[src/rtl/ram8_fifo_ctrl_pkg.sv]
// Shared constants for the RAM-backed FIFO controller.
package fifo_ctrl_pkg;

  localparam int unsigned DW     = 4;
  localparam int unsigned AW     = 3;
  localparam int unsigned DEPTH  = 1 << AW;
  localparam int unsigned RD_LAT = 1;

  // level spans 0..DEPTH+1, so one bit beyond the address width is enough.
  function automatic int unsigned level_w(input int unsigned aw);
    return aw + 1;
  endfunction

  typedef enum logic [1:0] {
    RAM_IDLE,
    RAM_WRITE,
    RAM_READ
  } ram_op_e;

endpackage

[src/rtl/ram8_fifo_ctrl_if.sv]
// Input and output valid/ready streams of the FIFO controller.
interface ram8_fifo_ctrl_if #(
  parameter int unsigned DW = fifo_ctrl_pkg::DW
);

  logic          in_valid;
  logic          in_ready;
  logic [DW-1:0] in_data;
  logic          out_valid;
  logic          out_ready;
  logic [DW-1:0] out_data;

  modport master (
    output in_valid, in_data, out_ready,
    input  in_ready, out_valid, out_data
  );

  modport slave (
    input  in_valid, in_data, out_ready,
    output in_ready, out_valid, out_data
  );

endinterface

[src/rtl/ram8_fifo_ctrl_rd_lat_pipe.sv]
// Delays the read-issue strobe by RD_LAT cycles to mark when ram_out is valid.
module rd_lat_pipe #(
  parameter int unsigned RD_LAT = fifo_ctrl_pkg::RD_LAT
) (
  input  logic clk,
  input  logic reset,
  input  logic issue,
  output logic ret
);

  logic [RD_LAT-1:0] sh;

  generate
    if (RD_LAT == 1) begin : g_one
      always_ff @(posedge clk) begin
        if (reset) sh <= '0;
        else       sh <= issue;
      end
    end else begin : g_multi
      always_ff @(posedge clk) begin
        if (reset) sh <= '0;
        else       sh <= {sh[RD_LAT-2:0], issue};
      end
    end
  endgenerate

  assign ret = sh[RD_LAT-1];

endmodule

[src/rtl/ram8_fifo_ctrl.sv]
// FIFO controller around a single-port register-file RAM; owns pointers,
// occupancy, read/write arbitration and the registered output word.
module ram8_fifo_ctrl #(
  parameter int unsigned DW     = fifo_ctrl_pkg::DW,
  parameter int unsigned AW     = fifo_ctrl_pkg::AW,
  parameter int unsigned RD_LAT = fifo_ctrl_pkg::RD_LAT
) (
  input  logic                clk,
  input  logic                reset,
  ram8_fifo_ctrl_if.slave     s,
  output logic [AW-1:0]       ram_addr,
  output logic                ram_load,
  output logic [DW-1:0]       ram_in,
  input  logic [DW-1:0]       ram_out,
  output logic [AW:0]         level,
  output logic                full,
  output logic                empty
);

  import fifo_ctrl_pkg::*;

  localparam int unsigned DEPTH   = 1 << AW;
  localparam int unsigned LW      = level_w(AW);
  localparam logic [AW:0] DEPTH_C = (AW+1)'(DEPTH);

  logic [AW-1:0] wr_ptr;
  logic [AW-1:0] rd_ptr;
  logic [AW:0]   count;
  logic          rd_pending;
  logic          out_valid_q;
  logic [DW-1:0] out_data_q;

  logic    rd_issue;
  logic    rd_ret;
  logic    in_ready_c;
  logic    wr_fire;
  logic    pop;
  ram_op_e ram_op;

  // Reads win the single RAM port; a write waits at most one cycle.
  always_comb begin
    rd_issue   = (count != '0) && !rd_pending && (!out_valid_q || s.out_ready);
    in_ready_c = (count < DEPTH_C) && !rd_issue;
    wr_fire    = s.in_valid && in_ready_c;
    pop        = out_valid_q && s.out_ready;

    ram_op = RAM_IDLE;
    if (rd_issue)     ram_op = RAM_READ;
    else if (wr_fire) ram_op = RAM_WRITE;

    ram_addr = (ram_op == RAM_READ) ? rd_ptr : wr_ptr;
    ram_load = (ram_op == RAM_WRITE);
    ram_in   = s.in_data;
  end

  rd_lat_pipe #(.RD_LAT(RD_LAT)) u_rd_lat_pipe (
    .clk   (clk),
    .reset (reset),
    .issue (rd_issue),
    .ret   (rd_ret)
  );

  always_ff @(posedge clk) begin
    if (reset) begin
      wr_ptr     <= '0;
      rd_ptr     <= '0;
      count      <= '0;
      rd_pending <= 1'b0;
      out_valid_q <= 1'b0;
      out_data_q  <= '0;
    end else begin
      if (wr_fire) begin
        wr_ptr <= wr_ptr + 1'b1;
        count  <= count + 1'b1;
      end else if (rd_issue) begin
        count  <= count - 1'b1;
      end

      if (rd_issue) rd_ptr <= rd_ptr + 1'b1;

      // A return landing on a pop edge replaces the popped word directly.
      if (rd_ret) begin
        out_data_q  <= ram_out;
        out_valid_q <= 1'b1;
        rd_pending  <= 1'b0;
      end else begin
        if (pop)      out_valid_q <= 1'b0;
        if (rd_issue) rd_pending  <= 1'b1;
      end
    end
  end

  assign s.in_ready  = in_ready_c;
  assign s.out_valid = out_valid_q;
  assign s.out_data  = out_data_q;

  assign level = count + LW'(rd_pending) + LW'(out_valid_q);
  assign full  = (count == DEPTH_C);
  assign empty = (level == '0);

endmodule

[src/flat_wrapper.sv]
// flat-port wrapper written by rule: the top's interface ports become plain ports
module ram8_fifo_ctrl_flat import fifo_ctrl_pkg::*;
#(
  parameter int unsigned DW     = fifo_ctrl_pkg::DW,
  parameter int unsigned AW     = fifo_ctrl_pkg::AW,
  parameter int unsigned RD_LAT = fifo_ctrl_pkg::RD_LAT
)
  (clk, reset, ram_addr, ram_load, ram_in, ram_out, level, full, empty, s_in_valid, s_in_data, s_out_ready, s_in_ready, s_out_valid, s_out_data);
  ram8_fifo_ctrl_if #(.DW(DW)) s_i ();
  input  logic clk;
  input  logic reset;
  output logic [AW-1:0] ram_addr;
  output logic ram_load;
  output logic [DW-1:0] ram_in;
  input  logic [DW-1:0] ram_out;
  output logic [AW:0] level;
  output logic full;
  output logic empty;
  input wire logic [$bits(s_i.in_valid)-1:0] s_in_valid;
  input wire logic [$bits(s_i.in_data)-1:0] s_in_data;
  input wire logic [$bits(s_i.out_ready)-1:0] s_out_ready;
  output wire logic [$bits(s_i.in_ready)-1:0] s_in_ready;
  output wire logic [$bits(s_i.out_valid)-1:0] s_out_valid;
  output wire logic [$bits(s_i.out_data)-1:0] s_out_data;
  assign s_i.in_valid = s_in_valid;
  assign s_i.in_data = s_in_data;
  assign s_i.out_ready = s_out_ready;
  assign s_in_ready = s_i.in_ready;
  assign s_out_valid = s_i.out_valid;
  assign s_out_data = s_i.out_data;
  ram8_fifo_ctrl #(.DW(DW), .AW(AW), .RD_LAT(RD_LAT)) u_core (.clk(clk), .reset(reset), .s(s_i), .ram_addr(ram_addr), .ram_load(ram_load), .ram_in(ram_in), .ram_out(ram_out), .level(level), .full(full), .empty(empty));
endmodule
[config.mk]
export PLATFORM = sky130hd
export DESIGN_NAME = ram8_fifo_ctrl_flat
export DESIGN_NICKNAME = d
export VERILOG_FILES = /design/src/rtl/ram8_fifo_ctrl_pkg.sv /design/src/rtl/ram8_fifo_ctrl_if.sv /design/src/rtl/ram8_fifo_ctrl_rd_lat_pipe.sv /design/src/rtl/ram8_fifo_ctrl.sv /design/src/flat_wrapper.sv
export SDC_FILE = /design/constraint.sdc
export NUM_CORES = 1
export LEC_CHECK = 0
export ABC_CLOCK_PERIOD_IN_PS = 5900
export CORE_MARGIN = 3
export CORE_UTILIZATION = 48
export DETAILED_ROUTE_END_ITERATION = 8
export PLACE_DENSITY = 0.83
export SYNTH_ARGS = -nofsm -noshare
export SYNTH_HDL_FRONTEND = slang
export SYNTH_SLANG_ARGS = --single-unit
[constraint.sdc]
create_clock -name clk -period 5.9 [get_ports clk]
set_input_delay 1.18 -clock clk [delete_from_list [all_inputs] [get_ports clk]]
set_output_delay 1.18 -clock clk [all_outputs]
set_load 0.005 [all_outputs]
==> metrics.md, run 1 <==
| Metric | Value |
|---|---|
| Gr usage total | 0.168 |
| Area growth, synth to finish | 23.9% |
| Number of top-level pins | 32 |
| Clk Latency, worst-skew pair | ~0.29 ns |
| Final total power | 0.686 mW |
| WP data arrival | 3.03 ns |
| Final clock period utilization by the worst path | 0.713 |
| Count of placed standard cells in the final layout, fillers left out | 137 |
| Endpoint class of the critical path | primary output |
| Most frequently used flop master after synthesis | dfxtp_1 |
| Max incr delay on CP | ~0.46 ns |
| Net count after synthesis | 113 |
| First-pass GRT wire length | 3270 um |
| DRC violation total after the first TritonRoute iteration | 9 |
| Die W | 51.2 um |
| Via density | 5.37 |
| # placed instances | roughly 130 |
| Placed wire-length estimate | approximately 1500 um |
| Synth cell types | 30 |
| Setup TNS | 0 ns |
| Antenna diode instance count | 0 |
| Routability-driven placement congestion ratio | around 0.69 |
| Leakage power total | between 0.4 and 0.5 nW |
| H-tree depth | 1 |
| Number of buffers created by CTS | 3 |
| Length in cells of the worst reg-to-reg path | 8 |
| Most Frequent Cell on Critical Path | clkdlybuf4s50_1 |
| Category of the most critical setup path | in2out |
| Effective utilization at floorplan | 0.539 |
| Post-synthesis cell count | 94 |
| Routed wire per std cell | around 15 um |
| Maximum operating frequency | 0.238 GHz |
| Crit path buffers/inverters | 3 |
| Required arrival time at the worst endpoint | 4.72 ns |
| Filler Cell Count | around 170 |
| Final count of pins violating max slew | 0 |
| Initial antenna violation count | 0 |
| Via count of the first global-routing pass | 749 |
| DRT Wirelength | 1990 um |
| Remaining antenna violation count | 0 |
| Power Dens Cells | ~560 mW/mm^2 |
| Category of cells accounting for the largest share of critical-path delay | buffers and inverters |
| Worst Clk Skew | 0.00447 ns |
| Asr flop ratio synth | 0 |
| Sequential fraction of the synthesis area | 0.347 |
| Sequential standard cell area | 340 sq um |
| Class of the worst hold path | reg2reg |
| Root cell of the clock tree | clkbuf_4 |
| Slowest-stage cell, CP | clkdlybuf4s50_1 |
| Detailed-route via count | 736 |
| Worst Hold Path Cells | 2 |
| Slew at the pin closest to its max-slew limit | ~0.64 ns |
| Number of storage elements in the synthesis netlist | 17 |
| Result of the run | complete, no violations |
| Setup repair after global routing missed its margin | no |
| Clock Sinks | 17 |
| Fraction of layout cells with a size suffix above 1 | 0.116 |
| DRT Pass-1 Iters | 4 |
| GRT overflow | 0 |
| Post-cts resize count | 0 |
| Worst-case clock buffer depth | 2 |
| Setup violation total in the final timing report | 0 |
| Port-buffer cells | 23 |
| Netlist area before placement | 981 sq um |
| Minimum clock period | 4.21 ns |
| Yosys warning total | 0 |
| Kind of start point of the critical path | primary input |
| Relative max-transition margin | 0.574 |
| Worst IR drop on VDD | 349 uV |
| Number of enable flip-flop cells after synthesis | 0 |
| Setup repair bufs after CTS | 0 |
| Net count, final | 132 |
| Stages on worst setup path | 6 |
| Hold Vio Cnt, Final | 0 |
| Std-Cell Core Area | ~0.0018 sq mm |
| Mean instance size in the synthesized netlist | 10.4 sq um |
| Register clock-pin slew on the reported worst setup and hold paths | around 0.1 ns |
| Drc violations | 0 |
| Worst-path fanout max | 9 |
| Die H | 51.2 um |
| Area occupied by multi-input gates | around 570 sq um |
| Standard-cell rows | 15 |
| Hold buffer count at cts | 0 |
| List of cells traversed by the critical path | clkdlybuf4s50_1, nor2b_1, buf_4, nor3_4, mux2_4, clkdlybuf4s50_1 |
| Pin count of the biggest net entering global routing | 18 |
| Floorplan die area | 0.00262 sq mm |
| Hold Worst Slack | 0.524 ns |
| Number of violations of the max-capacitance limit | 0 |
| Clock tree from TritonCTS | built |
kinds of logic after synthesis:
| kind of cell | count (synthesis) | share of synthesized area |
|---|---|---|
| adders and majority gates | 7 | 0.105 |
| and+or+nand+nor | 32 | 0.193 |
| DFF | 17 | 0.347 |
| buffers and inverters | 12 | 0.0714 |
| muxes | 10 | 0.117 |
| AOI/OAI and AO/OA | 8 | 0.0957 |
| xor gates and xnor gates | 8 | 0.0714 |
state kept, by name (all words and copies together) (netlist names):
register / count
u_core.s.out_valid: 1
u_core.count: 4
u_core.s.out_data: 4
u_core.rd_pending: 1
u_core.rd_ptr: 3
u_core.u_rd_lat_pipe.ret: 1
u_core.wr_ptr: 3
worst register-to-register path, stage by stage, from the launching register on:
cell     delay [ns]
dfxtp_1        0.35
nor2b_1        0.14
buf_4          0.18
o31ai_4        0.41
ha_1           0.31
a21o_1         0.18
a21oi_1        0.23
or3b_1         0.39
o311a_1        0.13
synth_stat cells (2+ instances only):
master    instances  area, sq um
nor3_4            2         32.5
buf_4             4         30.0
xnor2_1           5         43.8
mux2_4            3         45.0
nor2_1           19         71.3
inv_1             2         7.51
ha_1              5         62.6
clkbuf_1          3         11.3
nor4_1            2         12.5
buf_2             2         10.0
dfxtp_1          17          340
mux2i_1           7         70.1
fa_1              2         40.0
xor2_1            3         26.3
nor2b_1           2         12.5
nor3_1            2         10.0
placed cells by master, fill, tap and decap left out, types with 2 or more instances in the layout:
cell,n
nor2_1,19
inv_1,2
mux2_4,3
nor3_1,2
mux2i_1,7
dfxtp_1,17
xnor2_1,5
nor2b_1,2
ha_1,5
fa_1,2
xor2_1,3
nor4_1,2
nor3_4,2
clkdlybuf4s50_1,23
clkbuf_4,3
per-stage QoR:
stage | utilization | setup slack (ns) | cell area [sq um]
after global placement | 0.652 | 1.71 | 1190
after CTS | 0.667 | 1.69 | 1210
after detailed placement | 0.652 | 1.70 | 1190
after floorplan | - | 2.66 | 981
final | 0.667 | 1.69 | 1210
after global routing | 0.667 | 1.62 | 1210
power by group:
group	total, mW	switching [mW]	internal [mW]	leakage [nW]
combinational	0.396	0.159	0.237	0.340
clock	0.0619	0.0367	0.0252	0.0177
sequential	0.228	0.0742	0.154	0.140
total	0.686	0.270	0.415	0.498
routing by layer:
layer | track usage | up-vias | wire, um
met2 | 0.294 | 24 | 1080
met4 | 0.0717 | 0 | 18
met1 | 0.195 | 355 | 797
li1 | - | 353 | -
met3 | 0.0379 | 4 | 98
met5 | 0 | - | 0
area by class of cell:
class	instances	area share
multi-input combinational	65	0.470
sequential	17	0.280
timing repair buffer	24	0.196
tap	25	0.0257
clock buffer	3	0.0185
inverter	2	0.00618
clock inverter	1	0.00412
worst paths after layout:
| kind | start | to | slack, ns |
|---|---|---|---|
| setup / recovery | s_out_ready | ram_addr[0] | 1.69 |
| hold / removal | u_core.s.out_data[0] | u_core.s.out_data[0] | 0.52 |
| setup reg to reg | u_core.s.out_valid | u_core.count[3] | 3.48 |
| hold reg to reg | u_core.s.out_data[0] | u_core.s.out_data[0] | 0.52 |
Power figures use the tool's default switching activity.
==> inputs of run 2 (changes only) <==
--- a/config.mk
+++ b/config.mk
@@ -5,11 +5,11 @@
 export SDC_FILE = /design/constraint.sdc
 export NUM_CORES = 1
 export LEC_CHECK = 0
-export ABC_CLOCK_PERIOD_IN_PS = 5900
+export ABC_CLOCK_PERIOD_IN_PS = 4120
 export CORE_MARGIN = 3
-export CORE_UTILIZATION = 48
+export CORE_UTILIZATION = 45
 export DETAILED_ROUTE_END_ITERATION = 8
-export PLACE_DENSITY = 0.83
+export PLACE_DENSITY = 0.78
 export SYNTH_ARGS = -nofsm -noshare
 export SYNTH_HDL_FRONTEND = slang
 export SYNTH_SLANG_ARGS = --single-unit
==> constraint.sdc (replaced) <==
create_clock -name clk -period 4.12 [get_ports clk]
set_input_delay 0.824 -clock clk [delete_from_list [all_inputs] [get_ports clk]]
set_output_delay 0.824 -clock clk [all_outputs]
set_load 0.005 [all_outputs]
==> run 2 against run 1 <==
- via count down 2.3%
- critical path type unchanged
- combinational power grew 43%
- largest cell class unchanged
- first-iteration DRC count grew 11%
- sequential share of layout area fell by 0.058 points
- core utilization is 6.5 points lower
- register-to-register slack worse by 1.8 ns
- cell count rose by 1.5%
- hold slack worse by 0.024 ns
- die area up 5.9%
- highest routed layer unchanged
- sequential power grew 44%
==> metrics.md, run 2 (synthesized netlist as in run 1, its figures left out) <==
| Metric | Value |
|---|---|
| Combinational fraction of design power | 0.576 (was 0.577) |
| Endpoint class of the critical path | primary output (unchanged) |
| Commonest non-fill, non-tap cell in the layout | clkdlybuf4s50_1 (unchanged) |
| Commonest non-fill, non-tap cells in the layout | clkdlybuf4s50_1 (23), nor2_1 (19), dfxtp_1 (17) (unchanged) |
| Most Frequent Cell on Critical Path | clkdlybuf4s50_1 (unchanged) |
| Worst Hold Path Cells | 2 (unchanged) |
| Net switching power of the design | 0.387 mW (was 0.270 mW) |
| Worst-case clock buffer depth | 2 (unchanged) |
| DRT Wirelength | 1910 um (was 1990 um) |
| Via density | 5.17 (was 5.37) |
| List of cells traversed by the critical path | clkdlybuf4s50_1, nor2b_1, nor3_4, mux2_4, clkdlybuf4s50_1 (was clkdlybuf4s50_1, nor2b_1, buf_4, nor3_4, mux2_4, clkdlybuf4s50_1) |
| Worst R2R End | u_core.count[3] (unchanged) |
| Max incr delay on CP | 0.45 ns (was 0.46 ns) |
| Clock share of power | 0.090 (about the same) |
| Sequential Power Share | 0.333 (was 0.332) |
| Length in cells of the worst reg-to-reg path | 8 (unchanged) |
| Launch point of the worst path | s_out_ready (unchanged) |
| Standard-cell rows | 16 (was 15) |
| Fraction of layout cells with a size suffix above 1 | 0.116 (unchanged) |
| Required arrival time at the worst endpoint | 3.30 ns (was 4.72 ns) |
| Remaining antenna violation count | 0 (unchanged) |
| Worst IR drop on VDD | 492 uV (was 349 uV) |
| Setup repair bufs after CTS | 0 (unchanged) |
| Std-Cell Core Area | 0.00202 sq mm (was 0.00182 sq mm) |
| Worst Clk Skew | 0.00312 ns (was 0.00447 ns) |
| Minimum clock period | between 3 and 4 ns |
| Cell-internal power | 0.596 mW (was 0.415 mW) |
| Category of cells accounting for the largest share of critical-path delay | buffers and inverters (unchanged) |
| Final total power | 0.983 mW (was 0.686 mW) |
| Post-detailed-placement cell area | 0.00119 sq mm (about the same) |
| Post-cts resize count | 0 (unchanged) |
| Terminating pin of the worst hold path | u_core.s.out_data[2] (was u_core.s.out_data[0]) |
| Power Dens Cells | 808 mW/mm^2 (was 564 mW/mm^2) |
| Pin count of the biggest net entering global routing | 18 (unchanged) |
| WP data arrival | 2.53 ns (was 3.03 ns) |
| Die W | 52.7 um (was 51.2 um) |
| Via count of the first global-routing pass | 715 (was 749) |
| Detailed-route via count | 719 (was 736) |
| Relative max-transition margin | 0.581 (was 0.574) |
| Antenna diode instance count | 0 (unchanged) |
| Slowest-stage cell, CP | clkdlybuf4s50_1 (unchanged) |
| Routability-driven placement congestion ratio | 0.756 (was 0.690) |
| Category of the most critical setup path | in2out (unchanged) |
| Number of violations of the max-capacitance limit | 0 (unchanged) |
| Register clock-pin slew on the reported worst setup and hold paths | 0.09 ns (was 0.10 ns) |
| Share of total power consumed by net switching | 0.394 (about the same) |
| Net count, final | 132 (unchanged) |
| Maximum operating frequency | 0.299 GHz |
| Routed wire per std cell | 13.7 um (was 14.5 um) |
| Die H | 52.7 um (was 51.2 um) |
| Register-to-register setup slack | 1.66 ns (was 3.48 ns) |
| Number of buffers created by CTS | 3 (unchanged) |
| Port-buffer cells | 23 (unchanged) |
| Clk Latency, worst-skew pair | 0.29 ns (about the same) |
| Leakage power total | 0.498 nW (unchanged) |
| Slew at the pin closest to its max-slew limit | 0.626 ns (was 0.637 ns) |
| Initial antenna violation count | 0 (unchanged) |
| H-tree depth | 1 (unchanged) |
| GRT overflow | 0 (unchanged) |
| First-pass GRT wire length | 3170 um (was 3270 um) |
| Post-route cell area | 0.00122 sq mm (was 0.00121 sq mm) |
| Hold Crit Start | u_core.s.out_data[2] (was u_core.s.out_data[0]) |
| Clock tree from TritonCTS | built (unchanged) |
| Clock Sinks | 17 (unchanged) |
| Hold buffer count at cts | 0 (unchanged) |
| Worst-path fanout max | 7 (was 9) |
| Final count of pins violating max slew | 0 (unchanged) |
| Root cell of the clock tree | clkbuf_4 (unchanged) |
| DRT Pass-1 Iters | 3 (was 4) |
| Area growth, synth to finish | 24.1% (was 23.9%) |
| Drc violations | 0 (unchanged) |
| Floorplan die area | 0.00278 sq mm (was 0.00262 sq mm) |
| Crit path buffers/inverters | 2 (was 3) |
| Placed wire-length estimate | 1460 um (was 1530 um) |
| Setup TNS | 0 ns (unchanged) |
| Number of top-level pins | 32 (unchanged) |
| Setup violation total in the final timing report | 0 (unchanged) |
| Result of the run | complete, no violations (unchanged) |
| Gr usage total | 0.158 (was 0.168) |
| Class of the worst hold path | reg2reg (unchanged) |
| Kind of start point of the critical path | primary input (unchanged) |
| Final clock period utilization by the worst path | 0.813 |
| Hold Vio Cnt, Final | 0 (unchanged) |
| Effective utilization at floorplan | 0.485 (was 0.539) |
| Setup repair after global routing missed its margin | no (unchanged) |
| DRC violation total after the first TritonRoute iteration | 10 (was 9) |
| Worst flop-to-flop path startpoint | u_core.s.out_valid (unchanged) |
==> run 2: per-layer routing <==
layer | up-vias | global-route usage | share of wire
li1 | 355 | - | -
met1 | 344 | 0.179 | 0.44
met2 | 16 | 0.271 | 0.50
met3 | 4 | 0.0313 | 0.043
met4 | 0 | 0.0894 | 0.019
met5 | - | 0 | 0
==> run 2: power by group through the flow <==
stage | Combinational [mW] | Clock, mW | Sequential [mW]
floorplan | 0.411 | 0 | 0.278
global placement | 0.541 | 0 | 0.327
detailed placement | 0.572 | 0 | 0.332
CTS | 0.575 | 0.0925 | 0.329
global route | 0.633 | 0.0989 | 0.341
finish | 0.567 | 0.0886 | 0.328
==> run 2: area by class of cell <==
class                   count  area [sq um]
multi-input cells          65           571
clock inverters             1          5.00
flip-flops and latches     17           340
clock buffers               3          22.5
inverters                   2          7.51
well taps                  27          33.8
fillers                   179           805
repair buffers             24           238
==> run 2: worst max-delay path by stage <==
stage / to / slack (ns) / depth (start not counted)
2_1_floorplan: u_core.count[3] / 1.49 / 8
3_3_place_gp: ram_addr[0] / 0.78 / 5
6_report: ram_addr[1] / 0.77 / 5
4_1_cts: ram_addr[0] / 0.75 / 5
5_1_grt: ram_addr[0] / 0.69 / 5
3_5_place_dp: ram_addr[0] / 0.76 / 5
==> run 2: worst reg2reg max path, stage by stage, from the launching register on <==
cell,delay (ns)
dfxtp_1,0.35
nor2b_1,0.18
buf_4,0.19
o31ai_4,0.42
ha_1,0.31
a21o_1,0.18
a21oi_1,0.23
or3b_1,0.39
o311a_1,0.13
==> run 2: per-stage QoR <==
step	hold slack, ns	util	instances	setup slack [ns]
6_report	0.501	0.602	139	0.771
5_1_grt	0.538	0.602	139	0.691
4_1_cts	0.513	0.602	139	0.752
3_5_place_dp	0.490	0.588	135	0.762
3_3_place_gp	0.474	0.588	135	0.776
2_1_floorplan	0.479	-	94	1.49
==> inputs of run 3 (changes only) <==
--- a/config.mk
+++ b/config.mk
@@ -5,11 +5,11 @@
 export SDC_FILE = /design/constraint.sdc
 export NUM_CORES = 1
 export LEC_CHECK = 0
-export ABC_CLOCK_PERIOD_IN_PS = 4120
+export ABC_CLOCK_PERIOD_IN_PS = 2800
 export CORE_MARGIN = 3
-export CORE_UTILIZATION = 45
+export CORE_UTILIZATION = 40
 export DETAILED_ROUTE_END_ITERATION = 8
-export PLACE_DENSITY = 0.78
+export PLACE_DENSITY = 0.74
 export SYNTH_ARGS = -nofsm -noshare
 export SYNTH_HDL_FRONTEND = slang
 export SYNTH_SLANG_ARGS = --single-unit
==> constraint.sdc (replaced) <==
create_clock -name clk -period 2.8 [get_ports clk]
set_input_delay 0.56 -clock clk [delete_from_list [all_inputs] [get_ports clk]]
set_output_delay 0.56 -clock clk [all_outputs]
set_load 0.005 [all_outputs]
==> run 3 against run 2 <==
- via count rose by 9.0%
- global-route usage fell by 2.4 points
- routed wire length rose by 6.1%
- combinational power rose by 85%
- design area rose by 9.6%
- highest routed layer unchanged
- critical path type unchanged
- die area rose by 11%
==> metrics.md, run 3 (synthesized netlist as in run 1, its figures left out) <==
| Metric | Value |
|---|---|
| Clock Sinks | 17 (unchanged) |
| Hold Vio Cnt, Final | 0 (unchanged) |
| List of cells traversed by the critical path | clkdlybuf4s50_1, nor2b_1, buf_4, buf_12, o31ai_4, inv_1, clkdlybuf4s50_1 (was clkdlybuf4s50_1, nor2b_1, nor3_4, mux2_4, clkdlybuf4s50_1) |
| Root cell of the clock tree | clkbuf_4 (unchanged) |
| Hold Worst Slack | 0.496 ns (was 0.501 ns) |
| Number of violations of the max-capacitance limit | 0 (unchanged) |
| Final total power | 1.62 mW (was 0.983 mW) |
| Effective utilization at floorplan | 0.431 (was 0.485) |
| Setup violation total in the final timing report | 0 (unchanged) |
| Category of the most critical setup path | in2out (unchanged) |
| GRT overflow | 0 (unchanged) |
| Worst IR drop on VDD | 747 uV (was 492 uV) |
| Net switching power of the design | 0.604 mW (was 0.387 mW) |
| Class of the worst hold path | reg2reg (unchanged) |
| Fraction of layout cells with a size suffix above 1 | 0.208 (was 0.116) |
| Result of the run | complete, no violations (unchanged) |
| Placed wire-length estimate | 1540 um (was 1460 um) |
| Area growth, synth to finish | 36.0% (was 24.1%) |
| Filler Cell Count | 218 (was 179) |
| Port-buffer cells | 23 (unchanged) |
| Standard-cell rows | 17 (was 16) |
| Sequential Power Share | 0.270 (was 0.333) |
| Global Route met1 Usage | 0.147 (was 0.179) |
| DRT Pass-1 Iters | 3 (unchanged) |
| Final count of pins violating max slew | 0 (unchanged) |
| Hold buffer count at cts | 0 (unchanged) |
| Slowest-stage cell, CP | clkdlybuf4s50_1 (unchanged) |
| Via density | 5.12 (was 5.17) |
| Commonest non-fill, non-tap cells in the layout | nor2_1 (19), clkdlybuf4s50_1 (18), dfxtp_1 (17) (was clkdlybuf4s50_1 (23), nor2_1 (19), dfxtp_1 (17)) |
| Commonest non-fill, non-tap cell in the layout | nor2_1 (was clkdlybuf4s50_1) |
| Remaining antenna violation count | 0 (unchanged) |
| Combinational fraction of design power | 0.652 (was 0.576) |
| Std-Cell Core Area | 0.00228 sq mm (was 0.00202 sq mm) |
| Hold Crit Start | u_core.s.out_data[0] (was u_core.s.out_data[2]) |
| Setup TNS | 0 ns (unchanged) |
| Cell-internal power | 1.01 mW (was 0.596 mW) |
| Number of buffers created by CTS | 3 (unchanged) |
| Gr usage total | 0.134 (was 0.158) |
| Minimum clock period | around 2.7 ns |
| First-pass GRT wire length | 3360 um (was 3170 um) |
| DRT Wirelength | 2030 um (was 1910 um) |
| Maximum operating frequency | 0.371 GHz |
| Most Frequent Cell on Critical Path | clkdlybuf4s50_1 (unchanged) |
| Worst flop-to-flop path startpoint | u_core.s.out_valid (unchanged) |
| Grt met2 use | 0.245 (was 0.271) |
| Worst Hold Path Cells | 2 (unchanged) |
| WP data arrival | 2.14 ns (was 2.53 ns) |
| Clk Latency, worst-skew pair | 0.28 ns (was 0.29 ns) |
| Routed wire per std cell | 13.2 um (was 13.7 um) |
| Final clock period utilization by the worst path | 0.963 |
| Relative max-transition margin | 0.571 (was 0.581) |
| Power Dens Cells | 1210 mW/mm^2 (was 808 mW/mm^2) |
| Max incr delay on CP | 0.46 ns (was 0.45 ns) |
| Floorplan die area | 0.00308 sq mm (was 0.00278 sq mm) |
| Worst-case clock buffer depth | 2 (unchanged) |
| Leakage power total | 0.605 nW (was 0.498 nW) |
| Count of placed standard cells in the final layout, fillers left out | 153 (was 139) |
| # placed instances | 144 (was 135) |
| Setup repair after global routing missed its margin | no (unchanged) |
| Die W | 55.5 um (was 52.7 um) |
| DRC violation total after the first TritonRoute iteration | 7 (was 10) |
| Met3 Resource Use GR | 0.0444 (was 0.0313) |
| Via count of the first global-routing pass | 813 (was 715) |
| Sequential standard cell area | 340 sq um (unchanged) |
| Die H | 55.5 um (was 52.7 um) |
| Detailed-route via count | 784 (was 719) |
| Slew at the pin closest to its max-slew limit | 0.642 ns (was 0.626 ns) |
| H-tree depth | 1 (unchanged) |
| Worst Clk Skew | 0.00337 ns (was 0.00312 ns) |
| Net count, final | 145 (was 132) |
| Register clock-pin slew on the reported worst setup and hold paths | 0.10 ns (was 0.09 ns) |
| Worst-path fanout max | 4 (was 7) |
| Antenna diode instance count | 0 (unchanged) |
| Endpoint class of the critical path | primary output (unchanged) |
| Launch point of the worst path | s_out_ready (unchanged) |
| Kind of start point of the critical path | primary input (unchanged) |
| Post-layout util | 0.586 (was 0.602) |
| Share of total power consumed by net switching | 0.374 (was 0.394) |
| Routability-driven placement congestion ratio | 0.719 (was 0.756) |
| Clock share of power | 0.078 (was 0.090) |
| Number of top-level pins | 32 (unchanged) |
| Required arrival time at the worst endpoint | 2.24 ns (was 3.30 ns) |
| Length in cells of the worst reg-to-reg path | 9 (was 8) |
| Initial antenna violation count | 0 (unchanged) |
| Area occupied by multi-input gates | 571 sq um (unchanged) |
| Pin count of the biggest net entering global routing | 18 (unchanged) |
| Drc violations | 0 (unchanged) |
| Clock tree from TritonCTS | built (unchanged) |
| Busiest layer in global routing | met2 (unchanged) |
-- run 3: cell count changes in the layout (fill, tap and decap cells not counted), sizes merged --
| cell | delta |
|---|---|
| buf | +13 |
| clkdlybuf4s50 | -5 |
| dlygate4sd2 | +3 |
| dlymetal6s2s | +2 |
-- run 3: power by group through the flow --
stage          clock (mW)  sequential, mW  combinational (mW)
6_report            0.127           0.436                1.05
5_1_grt             0.143           0.456                1.14
4_1_cts             0.134           0.438                1.03
3_5_place_dp            0           0.445               0.979
3_3_place_gp            0           0.438               0.942
2_1_floorplan           0           0.409               0.605
-- run 3: worst paths after layout --
kind                          end  slack (ns)
max                      ram_load        0.10
min          u_core.s.out_data[0]        0.50
max reg2reg       u_core.count[3]        0.50
min reg2reg  u_core.s.out_data[0]        0.50
-- run 3: layer usage --
metal / wire length, um / vias up
li1: - / 383
met1: 842 / 377
met2: 1050 / 22
met3: 110 / 2
met4: 21 / 0
met5: 0 / -
-- run 3: per-stage QoR --
| step | cell area, sq um | worst slack [ns] |
|---|---|---|
| floorplan | 981 | 0.435 |
| global placement | 1260 | -0.0643 |
| detailed placement | 1260 | -0.0950 |
| CTS | 1310 | 0.00571 |
| global route | 1330 | 0.0437 |
| finish | 1330 | 0.103 |
-- run 3: cell type report --
| class | instances | share of cell area |
|---|---|---|
| multi-input cells | 65 | 0.428 |
| flip-flops and latches | 17 | 0.255 |
| well taps | 28 | 0.0263 |
| clock buffers | 3 | 0.0169 |
| clock inverters | 1 | 0.00375 |
| repair buffers | 37 | 0.265 |
| inverters | 2 | 0.00563 |
-- run 3: critical path: cells and delay by family --
kind	cells	cell delay [ns]
AOI/OAI and AO/OA	1	0.29
buffers and inverters	5	1.25
and+or+nand+nor	1	0.05
-- run 3: timing repair --
item                       4_1_cts  5_1_grt
resized for setup                4        2
pin swaps                        1        2
setup endpoints to repair        3        4
buffers inserted                 3        2
